<file path="src/rtl/program_loader_pkg.sv">
// Shared definitions for the boot-time program loader: FSM state encoding,
// word geometry and the default text-segment base address.
package program_loader_pkg;

  typedef enum logic [2:0] {
    ST_IDLE,
    ST_HEADER,
    ST_COLLECT,
    ST_WRITE,
    ST_CHECK,
    ST_DONE,
    ST_ERROR
  } state_e;

  localparam int          BYTES_PER_WORD       = 4;
  localparam logic [31:0] DEFAULT_BASE_ADDRESS = 32'h0040_0000;

endpackage

</file>
<file path="src/rtl/program_loader_word_assembler.sv">
// Big-endian byte-to-word assembler: shifts bytes in at the low end and flags
// the transfer that completes a word.
module word_assembler
  import program_loader_pkg::*;
#(
  parameter int DATA_WIDTH = 32
) (
  input  logic                  clk,
  input  logic                  reset,
  input  logic                  clear,
  input  logic                  byte_fire,
  input  logic [7:0]            byte_data,
  output logic [DATA_WIDTH-1:0] word,
  output logic                  word_ready
);

  logic [DATA_WIDTH-1:0] word_q, word_d;
  logic [1:0]            count_q, count_d;

  // NOTE: every always_comb output gets a default first so no path can infer a latch.
  always_comb begin
    word_d  = word_q;
    count_d = count_q;
    if (clear) begin
      count_d = '0;
    end else if (byte_fire) begin
      word_d  = {word_q[DATA_WIDTH-9:0], byte_data};
      count_d = count_q + 2'd1;
    end
  end

  assign word_ready = byte_fire && !clear && (count_q == 2'(BYTES_PER_WORD - 1));
  assign word       = word_q;

  // NOTE: sequential state uses non-blocking assignments only, so every flop samples pre-edge values.
  always_ff @(posedge clk) begin
    if (reset) begin
      word_q  <= '0;
      count_q <= '0;
    end else begin
      word_q  <= word_d;
      count_q <= count_d;
    end
  end

endmodule

</file>
<file path="src/rtl/program_loader.sv">
// Boot loader: header byte N, then N big-endian words written to program memory;
// holds the CPU until done. Define PROGRAM_LOADER_CHECKSUM_EN for a trailing XOR checksum byte.
module program_loader
  import program_loader_pkg::*;
#(
  parameter int                    MEMORY_DEPTH = 32,
  parameter int                    DATA_WIDTH   = 32,
  parameter logic [DATA_WIDTH-1:0] BASE_ADDRESS = DATA_WIDTH'(DEFAULT_BASE_ADDRESS)
) (
  input  logic                  clk,
  input  logic                  reset,
  input  logic                  start,
  input  logic                  byte_valid,
  input  logic [7:0]            byte_data,
  output logic                  byte_ready,
  output logic                  mem_write_enable,
  output logic [DATA_WIDTH-1:0] mem_address,
  output logic [DATA_WIDTH-1:0] mem_write_data,
  output logic                  cpu_hold,
  output logic                  done,
  output logic                  error
);

  localparam int IW = $clog2(MEMORY_DEPTH + 1);

  state_e                state_q, state_d;
  logic [IW-1:0]         index_q, index_d;
  logic [IW-1:0]         n_q, n_d;
  logic [DATA_WIDTH-1:0] addr_q, addr_d;
  logic                  fire, asm_clear, asm_fire, word_ready;
  logic [DATA_WIDTH-1:0] asm_word;
`ifdef PROGRAM_LOADER_CHECKSUM_EN
  logic [7:0]            xor_q, xor_d;
`endif

  word_assembler #(.DATA_WIDTH(DATA_WIDTH)) u_asm (
    .clk        (clk),
    .reset      (reset),
    .clear      (asm_clear),
    .byte_fire  (asm_fire),
    .byte_data  (byte_data),
    .word       (asm_word),
    .word_ready (word_ready)
  );

  assign byte_ready = (state_q == ST_HEADER) || (state_q == ST_COLLECT)
                   || (state_q == ST_CHECK);
  assign fire       = byte_valid && byte_ready;
  assign asm_fire   = fire && (state_q == ST_COLLECT);

  always_comb begin
    state_d   = state_q;
    index_d   = index_q;
    n_d       = n_q;
    addr_d    = addr_q;
    asm_clear = 1'b0;
`ifdef PROGRAM_LOADER_CHECKSUM_EN
    xor_d     = xor_q;
`endif
    case (state_q)
      ST_IDLE, ST_DONE, ST_ERROR: begin
        if (start) state_d = ST_HEADER;
      end
      ST_HEADER: begin
        if (fire) begin
          if (byte_data == 8'd0 || int'(byte_data) > MEMORY_DEPTH) begin
            state_d = ST_ERROR;
          end else begin
            n_d       = IW'(byte_data);
            index_d   = '0;
            asm_clear = 1'b1;
`ifdef PROGRAM_LOADER_CHECKSUM_EN
            xor_d     = 8'd0;
`endif
            state_d   = ST_COLLECT;
          end
        end
      end
      ST_COLLECT: begin
`ifdef PROGRAM_LOADER_CHECKSUM_EN
        if (fire) xor_d = xor_q ^ byte_data;
`endif
        // Address is latched on entry to WRITE so it stays put until the next word.
        if (word_ready) begin
          addr_d  = BASE_ADDRESS + (DATA_WIDTH'(index_q) << 2);
          state_d = ST_WRITE;
        end
      end
      ST_WRITE: begin
        index_d = index_q + IW'(1);
        if (index_d == n_q) begin
`ifdef PROGRAM_LOADER_CHECKSUM_EN
          state_d = ST_CHECK;
`else
          state_d = ST_DONE;
`endif
        end else begin
          state_d = ST_COLLECT;
        end
      end
`ifdef PROGRAM_LOADER_CHECKSUM_EN
      ST_CHECK: begin
        if (fire) state_d = (byte_data == xor_q) ? ST_DONE : ST_ERROR;
      end
`endif
      default: state_d = ST_IDLE;
    endcase
  end

  always_ff @(posedge clk) begin
    if (reset) begin
      state_q <= ST_IDLE;
      index_q <= '0;
      n_q     <= '0;
      addr_q  <= BASE_ADDRESS;
`ifdef PROGRAM_LOADER_CHECKSUM_EN
      xor_q   <= '0;
`endif
    end else begin
      state_q <= state_d;
      index_q <= index_d;
      n_q     <= n_d;
      addr_q  <= addr_d;
`ifdef PROGRAM_LOADER_CHECKSUM_EN
      xor_q   <= xor_d;
`endif
    end
  end

  assign mem_write_enable = (state_q == ST_WRITE);
  assign mem_address      = addr_q;
  assign mem_write_data   = asm_word;
  assign cpu_hold         = (state_q != ST_DONE);
  assign done             = (state_q == ST_DONE);
  assign error            = (state_q == ST_ERROR);

endmodule

</file>
<file path="config.mk">
export PLATFORM = sky130hd
export DESIGN_NAME = program_loader
export DESIGN_NICKNAME = d
export VERILOG_FILES = /design/src/rtl/program_loader_pkg.sv /design/src/rtl/program_loader_word_assembler.sv /design/src/rtl/program_loader.sv
export SDC_FILE = /design/constraint.sdc
export NUM_CORES = 1
export LEC_CHECK = 0
export BUFFER_PORTS_ARGS = -buffer_cell sky130_fd_sc_hd__buf_2
export CELL_PAD_IN_SITES_DETAIL_PLACEMENT = 1
export CELL_PAD_IN_SITES_GLOBAL_PLACEMENT = 2
export CORE_MARGIN = 1
export CORE_UTILIZATION = 25
export CTS_BUF_LIST = sky130_fd_sc_hd__clkbuf_4 sky130_fd_sc_hd__clkbuf_8 sky130_fd_sc_hd__clkbuf_16
export CTS_CLUSTER_DIAMETER = 200
export DETAILED_ROUTE_END_ITERATION = 7
export PLACE_DENSITY_LB_ADDON = 0.1
export SLEW_MARGIN = 20
export SYNTH_ARGS = -nofsm -noshare
export SYNTH_HDL_FRONTEND = slang
export SYNTH_SLANG_ARGS = --single-unit
</file>
<file path="constraint.sdc">
create_clock -name clk -period 1.76 [get_ports clk]
set_input_delay 0.264 -clock clk [delete_from_list [all_inputs] [get_ports clk]]
set_output_delay 0.264 -clock clk [all_outputs]
set_load 0.01 [all_outputs]
</file>
* Word level (Yosys, flattened, before mapping)
Index checks and enable logic that the tools add are counted.
Word-level totals: bits in registers 81, bits of input ports 12, output and inout port bits 69, word-level logic and storage cells 55
Cells by class: add/sub/neg operators 3, order comparisons 1, equal/unequal tests 13, mux-type cells 12, bitwise operators 2, reduce and logical (&&, ||, !) cells 18
Operators by type and width (count):
- 23-bit by 8-bit adder with 24-bit output (first input constant) | 1
- 3-bit 2-to-1 mux | 5
- 6-bit 2-to-1 mux | 2
- 3-bit case mux with 4 select lines | 1
- 6-bit case mux with 2 select lines | 1
- 3-bit == test (second input constant) | 3
- 3-bit AND reduction | 3
- 8-bit by 6-bit greater-than comparator with 1-bit output (second input constant) | 1
- 8-bit zero test | 1
- 6-bit by 1-bit adder with 6-bit output (second input constant) | 1
- 3-bit by 2-bit == test with 1-bit output (second input constant) | 2
- 6-bit == test | 1
- 2-bit != test (second input constant) | 3
- 1-bit logical AND | 4
- 2-bit AND reduction | 2
- 3-bit by 1-bit == test with 1-bit output (second input constant) | 1
- 3-bit zero test | 1
- 1-bit logical OR | 3
- 1-bit 2-to-1 mux | 3
- 3-bit != test (second input constant) | 1
- 3-bit OR reduction | 1
- 2-bit by 1-bit adder with 2-bit output (second input constant) | 1
- 2-bit == test (second input constant) | 1
- 2-bit by 1-bit != test with 1-bit output (second input constant) | 1
- 4 further kinds | 5

* Depth between registers and ports, before layout
Gate-level depths: netlist of the first run.
depth in word-level cells 11, mapped depth 7, depth with buffers taken out 6

* By module
A second synthesis of the first run with hierarchy kept.
Second synthesis, totals: cells, all modules 289, area total of the unflattened synthesis 2760.1 µm²
By module, submodules not included:
- word_assembler | times used 1, cells an instance 123, area each 1381.3 µm², sequential area each 680.7 µm²
- program_loader | times used 1, cells an instance 166, area each 1378.8 µm², sequential area each 420.4 µm²

* Least setup slack after synthesis of the first run
No wires, ideal clock.
path type in2reg, start input byte_data[1], end register index_q[3], setup time 0.140 ns, arrival 1.689 ns, required time 1.620 ns, slack -0.069 ns, stages 5, path buffers 0, cell sequence or4_4 -> o21a_1 -> or2_2 -> o21ai_0 -> a311oi_1
On the way: word-level cells in the longest chain between the ends 4, elaborated cells between the ends (all ways) 5, those cells by class 1 x order compare; 1 x eq/ne; 3 x reduce/logical
Ends and longest elaborated chain:
- start, declared | RTL line program_loader.sv:14 | input logic [7:0] byte_data,
- 8-bit by 6-bit greater-than comparator with 1-bit output or 8-bit zero test (tied branches) | RTL line program_loader.sv:66 | if (byte_data == 8'd0 || int'(byte_data) > MEMORY_DEPTH) begin
- 1-bit logical OR (*) | RTL line program_loader.sv:66
- 2-bit != test (no source line) (*)
- 3-bit AND reduction (no source line) (*)
- end signal, assigned | RTL line program_loader.sv:121 | index_q <= index_d;
- end, declared | RTL line program_loader.sv:27 | logic [IW-1:0] index_q, index_d;
Mark *: on every way between the ends. The rest lies on a longest branch, timed or not. A chain may end at the register's enable or synchronous reset.

* Worst setup path in the final report of the first run
start register index_q[1], end register state_q[2]
On the way: word-level cells in the longest chain between the ends 4
Ends and longest elaborated chain:
- 6-bit by 1-bit adder with 6-bit output | RTL line program_loader.sv:90 | index_d = index_q + IW'(1);
- 6-bit == test | RTL line program_loader.sv:91 | if (index_d == n_q) begin
- 3-bit 2-to-1 mux | RTL line program_loader.sv:91
- 3-bit case mux with 4 select lines | RTL line program_loader.sv:60 | case (state_q)
- end signal, assigned | RTL line program_loader.sv:120 | state_q <= state_d;
- end, declared | RTL line program_loader.sv:26 | state_e state_q, state_d;
No other way between the ends.

==> impl_results.md, run 1 <==
* Final Hold Viols at 0
* Count of final setup violators at 0
* Worst min-delay path class: input pin to register
* Synth cell types at 40
* PwrDens at 700 nW/um^2
* Initial antenna violation count at 0
* Top cells by area, synth: dfxtp_1 43%, nand2_1 12%, a21oi_1 8.3%
* Number of synthesized flops with an enable pin at 0
* Commonest cells post-synth: 79 x nand2_1, 55 x dfxtp_1, 42 x a21oi_1
* Die W at 103 microns
* Worst r2r src: index_q[1]$_SDFFE_PP0P_
* Root buf cell: clkbuf_8
* Reg clk slew, reported paths at 0.10 ns
* Worst path max stage delay at 0.40 ns
* Post-place setup slack at -0.227 ns
* Hold_buf cts at 0
* Final worst slack at 0.0150 ns
* Crit share post-route at 99.1%
* Worst clock skew at 0.00672 ns
* WP data required at 1.99 ns
* Leakage power total at 1.33 nW
* Critical path's slowest cell: or3_4
* R2R setup slack at 0.02 ns
* CP Launch Point: index_q[1]$_SDFFE_PP0P_
* Post-layout minimum cycle time at 1.74 ns
* Startpoint Class: register
* Worst slew margin at 57.9%
* TritonCTS clock tree: done
* First drt pass iteration count at 4
* Synth Flop Type: dfxtp_1
* WL/cell at 13.2 microns
* Post-DR vias/cell at 4.33
* Hold Crit Depth at 3
* Post-Place Cell Area at 3070 sq um
* I/O Pins at 81
* Final Max Tran Viols at 0
* Cells after synthesis at 318
* Critical path capture point type: register
* Detailed placer's ending HPWL at 5090 microns
* Syn. warnings at 0
* Tot GR Track Use at 13.4%
* Initial DRC Count at 53
* CP arrival at 1.97 ns
* Yosys top cell by area: dfxtp_1
* Worst r2r dst: state_q[2]$_SDFFE_PP0P_
* CP Buf/Inv Count at 0
* Most instantiated library cell after synthesis: nand2_1
* Mean post-synth cell area at 8.00 sq um
* First-pass GRT wire length at 10900 microns
* Worst setup path endpoint: state_q[2]$_SDFFE_PP0P_
* GR Overflow Total at 0
* Largest net degree at the start of global routing at 35
* Fin util at 32.5%
* Antenna diodes at 0
* CP top delay family: compound AO/OA/AOI/OAI gates
* Number of buffers created by CTS at 5
* Vias in the first global route at 2150
* Clk sinks at 55
* Share of layout cells above drive strength 1 at 27.4%
* Routed Antenna Nets at 0
* Max H-tree Level at 2
* Worst-path maximum fanout at 4
* Max Cap Viol at 0
* Core Rows at 36
* Via count of the routed design at 2262
* Die Span Y at 103 microns
* WS Path Type: register to register
* Final WL at 6880 microns
* DRC Markers at 0
* Sequential share of the synthesized area at 43.3%
* Async S/R FF share, synth at 0%
* Post-synth top area share at 43.3%
* Hold Worst Slack at 0.207 ns
* Status: completed
* Max Freq at 573 MHz
* Nets@finish at 404
* Initial core utilization at 25.9%
* Clk buf depth at 2
* FF-to-FF path depth at 5
* RSZ-0062 raised after global routing: true
* Clock latency on the worst-skew pair at 0.30 ns
* VDD IR max at 0.285 mV
* Design area at 3190 sq um
* Die ar. at 10600 sq um
* Worst slew pin tran at 0.632 ns
* Core area at 9820 sq um
* Synthesized flop and latch total at 55
* Synth-to-Final Area Change at 25.4%
* Crit path cell chain: nand4_1, or3_4, a2111oi_4, a32oi_1, a211oi_1
* PortBufs at 54
* Fin cells at 523
* Crit. path cell count at 5
* Placed cell count at 515
* Synthesized area at 2540 sq um
* Routability cong. at 0.761
-- cells by family after synthesis --
family                     Yosys count  share of synthesized area, %
muxes                                7                          2.75
DFF                                 55                          43.3
buffers and inverters               50                          11.5
adders and majority gates            2                         0.984
and+or+nand+nor                    127                          22.2
AOI/OAI and AO/OA                   64                          15.2
xor gates and xnor gates            11                          3.79
other                                2                         0.295
-- placed cells by master, fill, tap and decap left out, drive strengths merged, types with 3 or more instances in the layout --
master,instances
buf,86
nand2,79
dfxtp,55
a21oi,42
conb,26
nor2,16
nand3,10
xnor2,8
mux2i,7
o21ai,7
nor3,7
clkbuf,6
inv,5
xor2,3
-- where the power goes --
part	leakage, nW	switching [mW]	internal [mW]
Combinational	0.835	0.158	0.0931
Sequential	0.445	0.0105	1.26
Clock	0.0470	0.405	0.310
Total	1.33	0.573	1.66
-- timing repair --
item,4_1_cts,5_1_grt
setup endpoints to repair,4,5
setup buffers,1,0
pin swaps,4,1
resized for setup,7,1
-- tightest hold or removal path: stages --
cell and delay [ns]:
buf_2 0.10, nand2_1 0.05, a21oi_1 0.05
-- worst min path at each step --
stage                                      from                           to  slack [ns]
global placement    u_asm.word[30]$_SDFFE_PP0P_  u_asm.word[30]$_SDFFE_PP0P_        0.44
floorplan                          byte_data[0]   u_asm.word[0]$_SDFFE_PP0P_        0.40
detailed placement  u_asm.word[30]$_SDFFE_PP0P_  u_asm.word[30]$_SDFFE_PP0P_        0.45
global route                       byte_data[6]   u_asm.word[6]$_SDFFE_PP0P_        0.21
finish                             byte_data[7]   u_asm.word[7]$_SDFFE_PP0P_        0.21
CTS                                byte_data[7]   u_asm.word[7]$_SDFFE_PP0P_        0.19
-- area by class of cell --
type                       instances  area (sq um)
clock buffer                       6          82.6
clock inverter                     1          5.00
fill                            1238          6630
inverter                           5          18.8
multi-input combinational        237          1260
sequential                        55          1110
tap                              133           166
timing repair buffer              86           548
-- stage by stage --
stage                     TNS [ns]  total power, mW
final                            0             2.23
after floorplan                  0             1.48
after detailed placement     -2.58             1.55
after global routing        -0.236             2.34
after global placement       -2.16             1.54
after CTS                  -0.0145             2.27
-- metal layers --
metal	up-vias	routed length [microns]	global-route usage (%)
met4	0	74	3.58
li1	1150	-	-
met3	7	214	2.10
met2	50	3090	20.9
met5	-	0	0
met1	1055	3500	19.1
-- flip-flops by register name, indices dropped and copies added, names as in the netlist --
signal,flops
u_asm.word,32
index_q,6
mem_address,6
n_q,6
state_q,3
u_asm.count_q,2
Note: power is estimated with default switching activity, not from simulation.
==> run 2: changes to the inputs <==
Settings changed: CORE_ASPECT_RATIO set to 1.5.
==> impl_results.md, run 2 (synthesis gave the netlist of run 1 again) <==
* Count of final setup violators at 0
* Final Hold Viols at 0
* Worst min-delay path class: input pin to register
* WP data required at 1.97 ns
* Leakage power total at 1.33 nW
* Worst slew margin at 65.4%
* Initial DRC Count at 141
* Max Freq at 580 MHz
* Failing checks: DRC
* WL/cell at 14.0 microns
* Share of layout cells above drive strength 1 at 27.0%
* CP Launch Point: index_q[0]$_SDFFE_PP0P_
* Hold Worst Slack at 0.215 ns
* Final worst slack at 0.0364 ns
* Worst clock skew at 0.00557 ns
* Die Span Y at 126 microns
* Routed Antenna Nets at 0
* Final WL at 7020 microns
* Clk sinks at 55
* WS Path Type: register to register
* Routability cong. at 0.702
* Die ar. at 10600 sq um
* Core area at 9800 sq um
* Synth-to-Final Area Change at 26.5%
* Worst-path maximum fanout at 4
* Post-layout minimum cycle time at 1.72 ns
* PwrDens at 823 nW/um^2
* Startpoint Class: register
* Reg clk slew, reported paths at 0.07 ns
* Final Max Tran Viols at 0
* Initial antenna violation count at 0
* I/O Pins at 81
* PortBufs at 54
* Vias in the first global route at 2321
* Clk buf depth at 2
* Filler instances at 1219
* Root buf cell: clkbuf_16
* Tot GR Track Use at 13.7%
* Largest net degree at the start of global routing at 33
* Area of the multi-input gates at 1270 sq um
* Antenna diodes at 0
* Detailed placer's ending HPWL at 5050 microns
* Worst slew pin tran at 0.519 ns
* Hold_sp: byte_data[7]
* Max reg flops at 32
* Placed cell count at 492
* TritonCTS clock tree: done
* Final Power at 2.65 mW
* DRC Markers at 9
* CP arrival at 1.93 ns
* Max Cap Viol at 0
* First-pass GRT wire length at 11400 microns
* First drt pass iteration count at 8
* Nets@finish at 399
* RSZ-0062 raised after global routing: true
* Core Rows at 44
* GR Overflow Total at 0
* Fin cells at 500
* VDD IR max at 0.369 mV
* Initial core utilization at 26.0%
* Max H-tree Level at 2
* Critical path capture point type: register
* Register cell area after layout at 1110 sq um
* Commonest non-fill, non-tap cell in the layout: nand2_1
* Number of buffers created by CTS at 5
* Via count of the routed design at 2301
* Status: finished with violations
* Most frequent cells in the layout: 79 x nand2_1, 54 x buf_2, 52 x dfxtp_1, 42 x a21oi_1, 26 x conb_1
* Clock latency on the worst-skew pair at 0.30 ns
* Die W at 84.4 microns
* Post-DR vias/cell at 4.60
* Hold_buf cts at 0
* Post-place setup slack at -0.184 ns
* Crit share post-route at 97.9%
* Worst r2r src: index_q[0]$_SDFFE_PP0P_
## run 2: stage by stage
step	setup TNS [ns]	utilization [%]	area, sq um
after floorplan	0	-	2630
after global placement	-0.891	30.7	3010
after detailed placement	-1.31	30.7	3010
after CTS	0	32.7	3200
after global routing	-0.136	32.8	3220
final	0	32.8	3220
## run 2: repair_timing
item                       4_1_cts  5_1_grt
setup buffers                    1        0
pin swaps                        3        3
setup endpoints to repair        3        3
resized for setup                6        4
## run 2: cell type report
cell class	count	area share, %
Sequential cell	55	34.4
Clock buffer	6	4.12
Inverter	5	0.583
Multi-Input combinational cell	237	39.6
Tap cell	115	4.47
Clock inverter	1	0.933
Timing Repair Buffer	81	15.9
## run 2: routing by layer
metal  global-route usage (%)  routed length, microns  part of all wire, %  up-vias
li1                         -                       -                    -     1137
met1                     14.9                    2890                   41     1096
met2                     25.6                    3600                   51       58
met3                     2.57                     361                  5.1       10
met4                     5.68                     161                  2.3        0
met5                        0                       0                    0        -
## run 2: final timing paths
path                                  to  slack [ns]  cells past startpoint
max              state_q[2]$_SDFFE_PP0P_        0.04                      5
min           u_asm.word[7]$_SDFFE_PP0P_        0.22                      3
max reg2reg      state_q[2]$_SDFFE_PP0P_        0.04                      5
min reg2reg  u_asm.word[30]$_SDFFE_PP0P_        0.45                      2
## run 2: report_power, final
| group | switching (mW) | internal (mW) | total, mW |
|---|---|---|---|
| clock | 0.458 | 0.681 | 1.14 |
| sequential | 0.00923 | 1.26 | 1.27 |
| combinational | 0.156 | 0.0873 | 0.243 |
| total | 0.623 | 2.02 | 2.65 |
## run 2: critical path, cell delays in order, from the launching register on
cell       delay (ns)
dfxtp_4          0.36
nand4_1          0.10
or3_4            0.40
a2111oi_4        0.38
a32oi_1          0.18
a211oi_1         0.22
==> run 3: changes to the inputs <==
Settings changed: PLACE_DENSITY_LB_ADDON 0.1 to 0.05.
==> impl_results.md, run 3 (synthesis gave the netlist of run 1 again) <==
* WP data required at 1.97 ns
* PortBufs at 54
* TritonCTS clock tree: done
* Number of buffers created by CTS at 5
* First-pass GRT wire length at 11400 microns
* Crit path cell chain: nand4_1, or3_4, a2111oi_4, a32oi_1, a211oi_1
* Initial core utilization at 26.0%
* Metal2 WL at 3660 microns
* Synth-to-Final Area Change at 26.3%
* Final Max Tran Viols at 0
* Initial DRC Count at 55
* Worst min-delay path class: input pin to register
* Die W at 84.4 microns
* Worst-path maximum fanout at 3
* M1 WL at 2900 microns
* Vias in the first global route at 2184
* Core Rows at 44
* Setup TNS at 0 ns
* Clk pwr share at 39.9%
* Crit share post-route at 96.5%
* Max reg flops at 32
* Cell-internal power at 1.89 mW
* Share of layout cells above drive strength 1 at 27.6%
* Status: finished with violations
* Metal3 WL at 243 microns
* Filler instances at 1212
* Placed cell count at 491
* DRC Markers at 7
* Max Freq at 588 MHz
* Most frequent cells in the layout: 79 x nand2_1, 54 x buf_2, 51 x dfxtp_1, 42 x a21oi_1, 26 x conb_1
* Post-DR vias/cell at 4.47
* Hold Worst Slack at 0.213 ns
* Detailed placer's ending HPWL at 5020 microns
* Max Cap Viol at 0
* I/O Pins at 81
* Total net switching power at 0.631 mW
* VDD IR max at 0.411 mV
* Nets@finish at 400
* Tot GR Track Use at 13.8%
* Top sig layer: met4
* Commonest non-fill, non-tap cell in the layout: nand2_1
* Die ar. at 10600 sq um
* Final Power at 2.52 mW
* Post-layout minimum cycle time at 1.70 ns
* Root buf cell: clkbuf_16
* Leakage power total at 1.33 nW
* Failing checks: DRC
* Startpoint Class: register
* Hold_buf cts at 0
* WS Path Type: register to register
* Clock latency on the worst-skew pair at 0.29 ns
* CP arrival at 1.91 ns
* Final Hold Viols at 0
* Core area at 9800 sq um
* Antenna diodes at 0
* PwrDens at 785 nW/um^2
* Routed Antenna Nets at 0
* Fin cells at 502
* Die Span Y at 126 microns
* Gate power share at 9.9%
* Count of final setup violators at 0
* Routability cong. at 0.730
* Initial antenna violation count at 0
* Critical path's slowest cell: or3_4
* Max H-tree Level at 2
* WL/cell at 13.8 microns
* Worst path max stage delay at 0.40 ns
* Reg clk slew, reported paths at 0.07 ns
* Final WL at 6920 microns
* Clk buf depth at 2
* Largest net degree at the start of global routing at 33
* Worst clock skew at 0.00433 ns
* GR Overflow Total at 0
* Critical path capture point type: register
* Flop pwr share at 50.2%
* First drt pass iteration count at 8
* RSZ-0062 raised after global routing: true
* Via count of the routed design at 2242
* Clk sinks at 55
* Sw frac at 25.0%
## run 3: cell count changes in the layout (fill, tap and decap cells not counted), sizes merged
cell,delta
bufinv,-1
clkinv,+1
clkinvlp,+1
buf,+1
## run 3: power by group through the flow
stage          sequential, mW  combinational, mW  clock, mW
2_1_floorplan            1.30              0.184          0
3_3_place_gp             1.30              0.245          0
3_5_place_dp             1.30              0.246          0
4_1_cts                  1.27              0.248       1.05
5_1_grt                  1.27              0.278       1.10
6_report                 1.27              0.250       1.00
## run 3: worst paths after layout
path                               start  slack (ns)                           to  cells past startpoint
max              index_q[1]$_SDFFE_PP0P_        0.06      state_q[2]$_SDFFE_PP0P_                      5
min reg2reg  u_asm.word[31]$_SDFFE_PP0P_        0.45  u_asm.word[31]$_SDFFE_PP0P_                      2
max reg2reg      index_q[1]$_SDFFE_PP0P_        0.06      state_q[2]$_SDFFE_PP0P_                      5
min                         byte_data[7]        0.21   u_asm.word[7]$_SDFFE_PP0P_                      3
## run 3: cell type report
class	count	area (sq um)	area share, %
multi-input combinational	237	1270	39.5
sequential	55	1110	34.4
tap	115	144	4.48
clock inverter	2	12.5	0.389
inverter	5	18.8	0.584
clock buffer	6	133	4.13
timing repair buffer	82	531	16.5
## run 3: per-layer routing
layer  GRT usage [%]  up-vias
met5               0        -
met4            5.38        0
met3            2.77        5
met2            25.2       48
met1            15.6     1049
li1                -     1140
## run 3: worst max-delay path: cells and delay by family, from the launching register on
kind               cells  cell delay, ns
AOI/OAI and AO/OA      3            0.77
DFF                    1            0.34
and+or+nand+nor        2            0.51
## run 3: repair_timing
| action | CTS | global route |
|---|---|---|
| gates resized for setup | 3 | 7 |
| setup buffers | 1 | 2 |
| pin swaps | 3 | 6 |
| endpoints found under the setup margin | 4 | 3 |
## run 3: metrics by stage
stage / utilization [%] / setup slack, ns / area (sq um)
2_1_floorplan: - / 0.00526 / 2630
3_3_place_gp: 30.7 / -0.173 / 3010
3_5_place_dp: 30.7 / -0.173 / 3010
4_1_cts: 32.4 / 0.00118 / 3170
5_1_grt: 32.8 / -0.0511 / 3210
6_report: 32.8 / 0.0607 / 3210
